## src/rtl/jtag_pkg.sv

```systemverilog
`default_nettype none
// ============================================================================
// Module   : jtag_pkg
// Purpose  : IEEE 1149.1 TAP state codes and the per-state control decode.
// Revision : 1.0 - initial release
// ============================================================================
package jtag_pkg;

  localparam int TAP_STATE_W = 4;

  typedef enum logic [TAP_STATE_W-1:0] {
    TLR    = 4'hF,
    RTI    = 4'hC,
    SEL_DR = 4'h7,
    CAP_DR = 4'h6,
    SH_DR  = 4'h2,
    EX1_DR = 4'h1,
    PAU_DR = 4'h3,
    EX2_DR = 4'h0,
    UPD_DR = 4'h5,
    SEL_IR = 4'h4,
    CAP_IR = 4'hE,
    SH_IR  = 4'hA,
    EX1_IR = 4'h9,
    PAU_IR = 4'hB,
    EX2_IR = 4'h8,
    UPD_IR = 4'hD
  } tap_state_e;

  typedef struct packed {
    logic enable;
    logic shift;
    logic mode_shift_load;
    logic update;
    logic tdo_en;
    logic test_reset;
  } tap_ctrl_t;

  // Moore decode: every control bit is a pure function of the TAP state.
  function automatic tap_ctrl_t tap_decode(input tap_state_e s);
    tap_ctrl_t c;
    c.enable          = 1'b1;
    c.shift           = 1'b0;
    c.mode_shift_load = 1'b0;
    c.update          = 1'b0;
    c.tdo_en          = 1'b0;
    c.test_reset      = 1'b0;
    case (s)
      TLR:    c.test_reset = 1'b1;
      CAP_DR: c.shift = 1'b1;
      SH_DR: begin
        c.shift           = 1'b1;
        c.mode_shift_load = 1'b1;
        c.tdo_en          = 1'b1;
      end
      UPD_DR: c.update = 1'b1;
      SEL_IR: c.enable = 1'b0;
      CAP_IR: begin
        c.enable = 1'b0;
        c.shift  = 1'b1;
      end
      SH_IR: begin
        c.enable          = 1'b0;
        c.shift           = 1'b1;
        c.mode_shift_load = 1'b1;
        c.tdo_en          = 1'b1;
      end
      EX1_IR, PAU_IR, EX2_IR: c.enable = 1'b0;
      UPD_IR: begin
        c.enable = 1'b0;
        c.update = 1'b1;
      end
      default: ;
    endcase
    return c;
  endfunction

endpackage : jtag_pkg
`default_nettype wire

```

## src/rtl/tap_controller.sv

```systemverilog
`default_nettype none
// ============================================================================
// Module   : tap_controller
// Purpose  : 16-state IEEE 1149.1 TAP controller with registered control outputs.
// Revision : 1.0 - initial release
// ============================================================================
module tap_controller
  import jtag_pkg::*;
(
  input  logic                   TCK,
  input  logic                   RESET,
  input  logic                   TMS,
  output logic [TAP_STATE_W-1:0] TAP_STATE,
  output logic                   ENABLE,
  output logic                   SHIFT,
  output logic                   MODE_SHIFT_LOAD,
  output logic                   UPDATE,
  output logic                   TDO_EN,
  output logic                   TEST_RESET
);

  tap_state_e state_q, state_d;
  tap_ctrl_t  ctrl_q;

  always_comb begin
    state_d = state_q;
    case (state_q)
      TLR:    state_d = TMS ? TLR    : RTI;
      RTI:    state_d = TMS ? SEL_DR : RTI;
      SEL_DR: state_d = TMS ? SEL_IR : CAP_DR;
      CAP_DR: state_d = TMS ? EX1_DR : SH_DR;
      SH_DR:  state_d = TMS ? EX1_DR : SH_DR;
      EX1_DR: state_d = TMS ? UPD_DR : PAU_DR;
      PAU_DR: state_d = TMS ? EX2_DR : PAU_DR;
      EX2_DR: state_d = TMS ? UPD_DR : SH_DR;
      UPD_DR: state_d = TMS ? SEL_DR : RTI;
      SEL_IR: state_d = TMS ? TLR    : CAP_IR;
      CAP_IR: state_d = TMS ? EX1_IR : SH_IR;
      SH_IR:  state_d = TMS ? EX1_IR : SH_IR;
      EX1_IR: state_d = TMS ? UPD_IR : PAU_IR;
      PAU_IR: state_d = TMS ? EX2_IR : PAU_IR;
      EX2_IR: state_d = TMS ? UPD_IR : SH_IR;
      UPD_IR: state_d = TMS ? SEL_DR : RTI;
      default: state_d = TLR;
    endcase
  end

  // Outputs are decoded from the next state and registered alongside it,
  // so they always match state_q without any path from TMS to a pin.
  always_ff @(posedge TCK) begin
    if (RESET) begin
      state_q <= TLR;
      ctrl_q  <= tap_decode(TLR);
    end else begin
      state_q <= state_d;
      ctrl_q  <= tap_decode(state_d);
    end
  end

  assign TAP_STATE       = state_q;
  assign ENABLE          = ctrl_q.enable;
  assign SHIFT           = ctrl_q.shift;
  assign MODE_SHIFT_LOAD = ctrl_q.mode_shift_load;
  assign UPDATE          = ctrl_q.update;
  assign TDO_EN          = ctrl_q.tdo_en;
  assign TEST_RESET      = ctrl_q.test_reset;

endmodule : tap_controller
`default_nettype wire

```

## config.mk

```make
export PLATFORM = sky130hd
export DESIGN_NAME = tap_controller
export DESIGN_NICKNAME = d
export VERILOG_FILES = /design/src/rtl/jtag_pkg.sv /design/src/rtl/tap_controller.sv
export SDC_FILE = /design/constraint.sdc
export NUM_CORES = 1
export LEC_CHECK = 0
export ABC_AREA = 1
export BUFFER_PORTS_ARGS = -buffer_cell sky130_fd_sc_hd__buf_2
export CORE_MARGIN = 5
export CORE_UTILIZATION = 35
export DETAILED_ROUTE_END_ITERATION = 10
export PLACE_DENSITY = 0.53
export SLEW_MARGIN = 20
export SYNTH_ARGS = -nofsm -noshare
export SYNTH_HDL_FRONTEND = slang
export SYNTH_SLANG_ARGS = --single-unit
```

## constraint.sdc

```tcl
create_clock -name TCK -period 2.7 [get_ports TCK]
set_clock_uncertainty 0.1 [all_clocks]
set_input_delay 0.135 -clock TCK [delete_from_list [all_inputs] [get_ports TCK]]
set_output_delay 0.135 -clock TCK [all_outputs]
set_load 0.03 [all_outputs]
```

# --- After elaboration in Yosys (flattened, before gate mapping) ---
# Cells that the tools add are included.
classes:
  muxes: 18
  n_eq_ne: 26
  n_reduce_logical: 8
ops:
  columns: ["operator", "count"]
  rows:
  - ["equality test 4 bit (second input constant)", 15]
  - ["one-hot mux 4 bit (12 select lines)", 1]
  - ["equality test 4 x 3 -> 1 bit (second input constant)", 7]
  - ["equality test 4 x 2 -> 1 bit (second input constant)", 3]
  - ["2-to-1 mux 2 bit", 6]
  - ["2-to-1 mux 3 bit", 4]
  - ["OR reduction 2 bit", 4]
  - ["OR reduction 7 bit", 1]
  - ["2-to-1 mux 1 bit", 6]
  - ["equality test 4 x 1 -> 1 bit (second input constant)", 1]
  - ["zero test 4 bit", 1]
  - ["2-to-1 mux 4 bit", 1]
  - ["OR reduction 4 bit", 1]
  - ["OR reduction 3 bit", 1]
totals:
  ff_bits: 9
  input_bits: 3
  elab_cells: 58

# --- Depth between registers and ports, before layout ---
# Gate-level depths: netlist of the first run.
depth:
  depth_word: 6
  mapped_depth: 12
  depth_no_buf: 12

# --- Worst setup path before layout of the first run ---
# No wires, ideal clock.
synth_timing:
  path_type: "flip-flop to flip-flop"
  startpoint: "reg state_q[2], in the netlist TAP_STATE[2]"
  endpoint: "reg ctrl_q (netlist bit ENABLE)"
  arrival_time_ns: 1.352
  slack_ns: 1.132
  required_time_ns: 2.483
  path_stages_with_launch: 9
  setup_time_ns: 0.117
  path_cell_list: "dfxtp_1 inv_2 nor2_2 nand3b_1 nand3_2 nand2_2 nand3_1 a21oi_1 nand2_1"
synth_between:
  elab_chain_cells: 6
  word_cells_on_any_way: 29
synth_lines:
  columns: ["element", "line_no", "rtl"]
  rows:
  - ["from (decl)", "tap_controller.sv:22", "tap_state_e state_q, state_d;"]
  - ["from (signal assigned)", "tap_controller.sv:55", "state_q <= state_d;"]
  - ["equality test 4 bit, or another cell as far along", "tap_controller.sv:27", "case (state_q)"]
  - ["OR reduction 3 bit (no line) or OR reduction 2 bit (tied branches)", null, null]
  - ["one-hot mux 4 bit (12 select lines) *", "tap_controller.sv:27", null]
  - ["equality test 4 bit or equality test 4 x 3 -> 1 bit (tied branches)", "jtag_pkg.sv:48", "case (s)"]
  - ["OR reduction 7 bit (no line) *", null, null]
  - ["2-to-1 mux 1 bit *", "jtag_pkg.sv:48", null]
  - ["to (signal assigned)", "tap_controller.sv:53", "ctrl_q <= tap_decode(TLR);"]
  - ["to (signal assigned)", "tap_controller.sv:56", "ctrl_q <= tap_decode(state_d);"]
  - ["to (decl)", "tap_controller.sv:23", "tap_ctrl_t ctrl_q;"]
# Every way passes the cells marked *; elsewhere a longest branch is shown, timed or not.
# A chain may end at the register's enable or synchronous reset.

# --- Final worst setup path of the first run ---
# Same ends and word-level chain as after synthesis.

==> flow_metrics.py, run 1 <==
metrics = {
    "synthesis": {
        "ys_seq_elements": 9,
        "yosysMostFrequentCell": "nand2_1",
        "yosysSeqAreaShare_pct": 37.7,
        "syn_area_per_cell_um2": 6.73,
        "synth_top_cell_area_share_pct": 37.7,
        "yosys.area.top_type": "dfxtp_1",
        "ys_warn_count": 0,
        "synthArstFlopShare_pct": 0,
        "synthDistinctLibCells": 18,
        "synth_area_leaders": "dfxtp_1 38%, nand2_1 18%, inv_1 7.1%, nand2_2 5.2%, nor2_1 4.7%",
        "synth_area_um2": 478,
        "synthTopCellsByCount": "23 x nand2_1, 9 x dfxtp_1, 9 x inv_1",
        "syn-num-nets": 74,
        "syn_inst": 71,
        "synth_edf_count": 0,
        "synthFlopType": "dfxtp_1",
    },
    "worst_setup_path": {
        "cp_max_fo": 5,
        "r2r_end": "ENABLE$_SDFF_PP1_",
        "crit_path_end_kind": "register",
        "startpoint_type": "register",
        "reg2reg_depth": 8,
        "cp_slowest_cell": "dfxtp_1",
        "r2r_slack_ps": 1190,
        "worstPathArrival_ps": 1560,
        "r2r-start": "TAP_STATE[2]$_SDFF_PP1_",
        "crit_chain": "inv_2 > nor2_2 > nand3b_1 > nand3_2 > nand2_2 > nand3_1 > a21oi_1 > nand2_1",
        "slowest_delay_ps": 400,
        "crit_type": "register to register",
        "worst_ep_required_time_ps": 2750,
    },
    "job": {
        "cap_viol_max_count": 0,
    },
    "route": {
        "dr.pass1.iters": 4,
        "avgRoutedWirePerCell_um": 9.50,
        "via_per_inst": 4.47,
        "drtAntennaViolNets": 0,
        "routed_wl_um": 969,
        "num_vias": 456,
        "drc": 0,
        "drt-initial-drc-count": 12,
    },
    "timing": {
        "finalSetupViolCount": 0,
        "slew_headroom_pct": 71.8,
        "fin_setup_tns_ps": 0,
        "fmax_ghz": 0.664,
        "holdWs_ps": 224,
        "drv_slew": 0,
        "finalHoldViolCount": 0,
        "timing.final.crit_share_pct": 55.8,
        "worstMarginPinSlew_ps": 423,
        "min_period_ps": 1510,
        "rsz0062_at_grt": "false",
    },
    "pwr": {
        "p_per_area_nw_per_um2": 1500,
        "p_leak_nw": 0.334,
        "irDropWorstVdd_mv": 0.653,
    },
    "clocking": {
        "clkLatencyLatePin_ps": 260,
        "cts_resized": 0,
        "clk_pin_slew_ps": 70,
        "clk_path_buf_depth": 2,
        "cts_inserted_buffers": 3,
        "clkSinkCount": 9,
        "cts_tree": "built",
        "cts_root_buf": "clkbuf_4",
        "htree_levels": 1,
    },
    "floorplanning": {
        "die_w_um": 47.0,
        "dieArea_um2": 2200,
        "row_count": 13,
        "start_util_pct": 36.7,
        "ioPinCount": 13,
        "chipHeight_um": 47.0,
        "coreArea_um2": 1300,
    },
    "placed_design": {
        "dpl_cell_area_um2": 549,
        "dpl.hpwl_um": 764,
        "port_buffers": 12,
        "gp_congestion": 0.786,
        "dpl.cell_count": 97,
    },
    "global_routing": {
        "grt_pass1_vias": 375,
        "antenna_found_initial": 0,
        "grt_use_total_pct": 10.2,
        "grt_start_max_net_pins": 8,
        "grt-ovfl-total": 0,
        "grt_pass1_wl_um": 1550,
    },
    "finish": {
        "fin_cells": 102,
        "final_net_count": 91,
        "final_layout_size_suffix_gt1_share_pct": 33.3,
        "fill_cells": 146,
        "n_antenna_cell": 0,
        "fin_area_um2": 587,
        "area_growth_pct": 22.8,
    },
    "hold_path": {
        "whs_endpoint": "TAP_STATE[0]$_SDFF_PP1_",
        "min_from": "TMS",
        "worst_hold_path_type": "primary input to register",
        "hold_path_depth": 5,
    },
    "outcome": {
        "status": "completed",
    },
}
how the worst max path moves through the flow:
stage / from / to / slack [ps]
after floorplan: TAP_STATE[2]$_SDFF_PP1_ / ENABLE$_SDFF_PP1_ / 1130
after global placement: TAP_STATE[2]$_SDFF_PP1_ / ENABLE$_SDFF_PP1_ / 1200
after detailed placement: TAP_STATE[2]$_SDFF_PP1_ / ENABLE$_SDFF_PP1_ / 1210
after CTS: TAP_STATE[2]$_SDFF_PP1_ / ENABLE$_SDFF_PP1_ / 1190
after global routing: TAP_STATE[2]$_SDFF_PP1_ / ENABLE$_SDFF_PP1_ / 1010
final: TAP_STATE[2]$_SDFF_PP1_ / ENABLE$_SDFF_PP1_ / 1190
critical path, delay by kind of cell, from the launching register on:
| family | cells | cell delay, ps |
|---|---|---|
| AND/OR/NAND/NOR | 6 | 670 |
| AO/OA/AOI/OAI | 1 | 150 |
| flip-flops | 1 | 400 |
| buffers and inverters | 1 | 70 |
where the power goes:
part / total, mW / switching [mW] / internal (mW)
Combinational: 0.546 / 0.379 / 0.167
Clock: 0.102 / 0.0478 / 0.0546
Sequential: 0.230 / 0.0423 / 0.187
layout make-up:
type,instances,area (um^2),area share (%)
inverters,12,45.0,7.68
multi-input cells,49,245,41.8
flip-flops and latches,9,180,30.7
repair buffers,13,70.1,11.9
clock inverters,1,5.00,0.853
well taps,15,18.8,3.20
clock buffers,3,22.5,3.84
cells in the final DEF (no fill, tap or decap), types with 2 or more instances in the layout:
cell type / synthesis / final
nand2_2: 4 / 4
nand2_1: 23 / 23
a21oi_2: 2 / 2
nand3_1: 3 / 3
clkbuf_4: 0 / 3
nor3_1: 2 / 2
inv_1: 9 / 9
nand3_2: 2 / 2
nor2_1: 6 / 6
dfxtp_1: 9 / 9
buf_2: 0 / 12
inv_2: 3 / 3
flip-flops by register name, summed over array words and instances (netlist names):
signal      count
TEST_RESET      1
UPDATE          1
ENABLE          1
TAP_STATE       4
SHIFT           1
TDO_EN          1
metrics by stage:
step / power [mW] / worst slack [ps] / util, %
2_1_floorplan: 0.668 / 1130 / -
3_3_place_gp: 0.784 / 1200 / 42.2
3_5_place_dp: 0.782 / 1210 / 42.2
4_1_cts: 0.886 / 1190 / 45.1
5_1_grt: 0.970 / 1010 / 45.1
6_report: 0.879 / 1190 / 45.1
kinds of logic after synthesis:
| family | synth area share [%] |
|---|---|
| flops | 37.7 |
| buf+inv | 11.0 |
| compound gates | 8.64 |
| simple gates | 42.7 |
repair_timing:
item | in CTS | in global routing
endpoints found under the hold margin | 2 | 0
hold buffers | 1 | 0
buffers inserted | 0 | 0
metal layers:
metal | wire [um] | global-route usage (%)
met1 | 449 | 13.2
met2 | 447 | 15.2
met3 | 47 | 2.30
met4 | 24 | 6.63
met5 | 0 | 0
Power figures use the tool's default switching activity.
==> inputs of run 2 (changes only) <==
Settings changed: PLACE_DENSITY 0.53 to 0.55.
Clock period 2.7 ns to 1.3 ns, I/O delays scaled along.
==> run 2 against run 1 <==
Against the previous run: the flow now finishes with violations (setup timing); cell count up 2.9%; worst hold slack worse by 100 ps; register-to-register slack worse by 1300 ps; non-clock buffer count rose by 3; sequential power rose by 130%; highest routed layer unchanged; via count rose by 5.5%; fmax increased by 10%; die area stayed put; first-iteration DRC count shrank 17%.
==> flow_metrics.py, run 2 (synthesis gave the netlist of run 1 again) <==
metrics = {
    "timing": {
        "min_period_ps": 1360,
        "finalHoldViolCount": 0,
        "rsz0062_at_grt": "true",
        "slew_headroom_pct": 81.8,
        "fin_setup_tns_ps": -124,
        "timing.final.crit_share_pct": 105,
        "worstMarginPinSlew_ps": 273,
        "setup_ws_ps": -64.5,
        "fmax_ghz": 0.733,
        "drv_slew": 0,
        "finalSetupViolCount": 4,
    },
    "finish": {
        "final_layout_size_suffix_gt1_share_pct": 48.9,
        "n_antenna_cell": 0,
        "mostFrequentLayoutCell": "nand2_1",
        "fin_area_um2": 686,
        "final_net_count": 94,
        "fin_cells": 105,
        "postLayoutCoreUtil_pct": 52.7,
        "final_cell_mix": "20 x nand2_1, 12 x buf_2, 9 x inv_1",
        "area_growth_pct": 43.5,
        "largest_reg_flops": 4,
    },
    "route": {
        "drt-initial-drc-count": 10,
        "drtAntennaViolNets": 0,
        "via_per_inst": 4.58,
        "num_vias": 481,
        "routed_wl_um": 1030,
        "dr.pass1.iters": 4,
        "avgRoutedWirePerCell_um": 9.83,
        "drc": 0,
    },
    "floorplanning": {
        "row_count": 13,
        "coreArea_um2": 1300,
        "dieArea_um2": 2200,
        "chipHeight_um": 47.0,
        "start_util_pct": 36.7,
        "ioPinCount": 13,
        "die_w_um": 47.0,
    },
    "worst_setup_path": {
        "crit_family": "simple AND/OR/NAND/NOR gates",
        "crit_chain": "inv_1 > nand2_1 > nand2_1 > nand2_1 > nand2_2 > nand3_2 > nand2_4 > nand3_2 > a21oi_2 > nand2_1",
        "crit_path_end_kind": "register",
        "path_buf_inv": 1,
        "cp_common_cell": "nand2_1",
        "cp_slowest_cell": "dfxtp_4",
        "worstPathArrival_ps": 1420,
        "worst_ep_required_time_ps": 1350,
        "slowest_delay_ps": 370,
        "cp_max_fo": 6,
        "crit_type": "register to register",
        "startpoint_type": "register",
    },
    "placed_design": {
        "gp_congestion": 0.801,
        "dpl.hpwl_um": 820,
        "port_buffers": 12,
        "dpl_cell_area_um2": 597,
        "dpl.cell_count": 99,
    },
    "clocking": {
        "clk_pin_slew_ps": 60,
        "cts_inserted_buffers": 3,
        "clkSinkCount": 9,
        "htree_levels": 1,
        "cts_root_buf": "clkbuf_4",
        "clkLatencyLatePin_ps": 260,
        "cts_tree": "built",
        "clk_path_buf_depth": 2,
    },
    "global_routing": {
        "grt_use_total_pct": 12.0,
        "grt_start_max_net_pins": 7,
        "grt_pass1_vias": 426,
        "grt-ovfl-total": 0,
        "grt_pass1_wl_um": 1800,
        "antenna_found_initial": 0,
    },
    "outcome": {
        "status": "complete, but fails checks",
        "violations": "setup timing",
    },
    "pwr": {
        "p_leak_nw": 0.367,
        "irDropWorstVdd_mv": 1.35,
        "p_per_area_nw_per_um2": 3100,
    },
    "job": {
        "cap_viol_max_count": 0,
    },
    "hold_path": {
        "worst_hold_path_type": "primary input to register",
    },
}
==> run 2: cell types whose count changed in the layout (fill, tap and decap cells not counted), moves of 2 or more <==
cell,before,now
buf_4,0,2
dfxtp_1,9,5
dfxtp_4,0,4
nand2_1,23,20
nand2_4,0,4
==> run 2: worst reg2reg max path, cell delays in order (launching register included) <==
cell	delay, ps
dfxtp_4	370
inv_1	50
nand2_1	60
nand2_1	60
nand2_1	60
nand2_2	90
nand3_2	90
nand2_4	90
nand3_2	100
a21oi_2	140
nand2_1	50
==> run 2: final timing paths <==
kind | start | endpoint | slack [ps] | cells past startpoint
max | TAP_STATE[0]$_SDFF_PP1_ | ENABLE$_SDFF_PP1_ | -60 | 10
min | TMS | TAP_STATE[0]$_SDFF_PP1_ | 120 | 5
min reg2reg | TAP_STATE[1]$_SDFF_PP1_ | UPDATE$_SDFF_PP0_ | 620 | 3
max reg2reg | TAP_STATE[0]$_SDFF_PP1_ | ENABLE$_SDFF_PP1_ | -60 | 10
==> run 2: timing repair <==
item	in CTS	in global routing
gates resized for setup	6	5
hold buffers	1	0
endpoints found under the hold margin	3	0
pin swaps	6	1
endpoints found under the setup margin	4	5
setup buffers	0	1
==> run 2: layout make-up <==
cell class | count | area [um^2]
sequential | 9 | 195
tap | 15 | 18.8
timing repair buffer | 16 | 96.3
fill | 137 | 616
inverter | 12 | 47.5
clock buffer | 3 | 22.5
clock inverter | 1 | 5.00
multi-input combinational | 49 | 300
==> run 2: layer usage <==
metal,routed length (um),part of all wire [%],GRT usage [%],up-vias
met1,443,43,15.6,205
met5,0,0,0,-
met3,52,5.0,3.45,5
li1,-,-,-,259
met4,33,3.2,8.29,0
met2,502,49,17.1,12
==> run 2: report_power, final <==
group	switching (mW)	total (mW)	internal (mW)
combinational	0.900	1.38	0.478
clock	0.0977	0.211	0.113
sequential	0.113	0.533	0.420
total	1.11	2.12	1.01
==> run 2: stage by stage <==
step	power, mW	hold slack (ps)	worst slack [ps]
finish	2.12	121	-64.5
global route	2.30	160	-191
CTS	2.05	116	-71.7
detailed placement	1.74	182	-116
global placement	1.74	177	-136
floorplan	1.47	37.4	-45.4
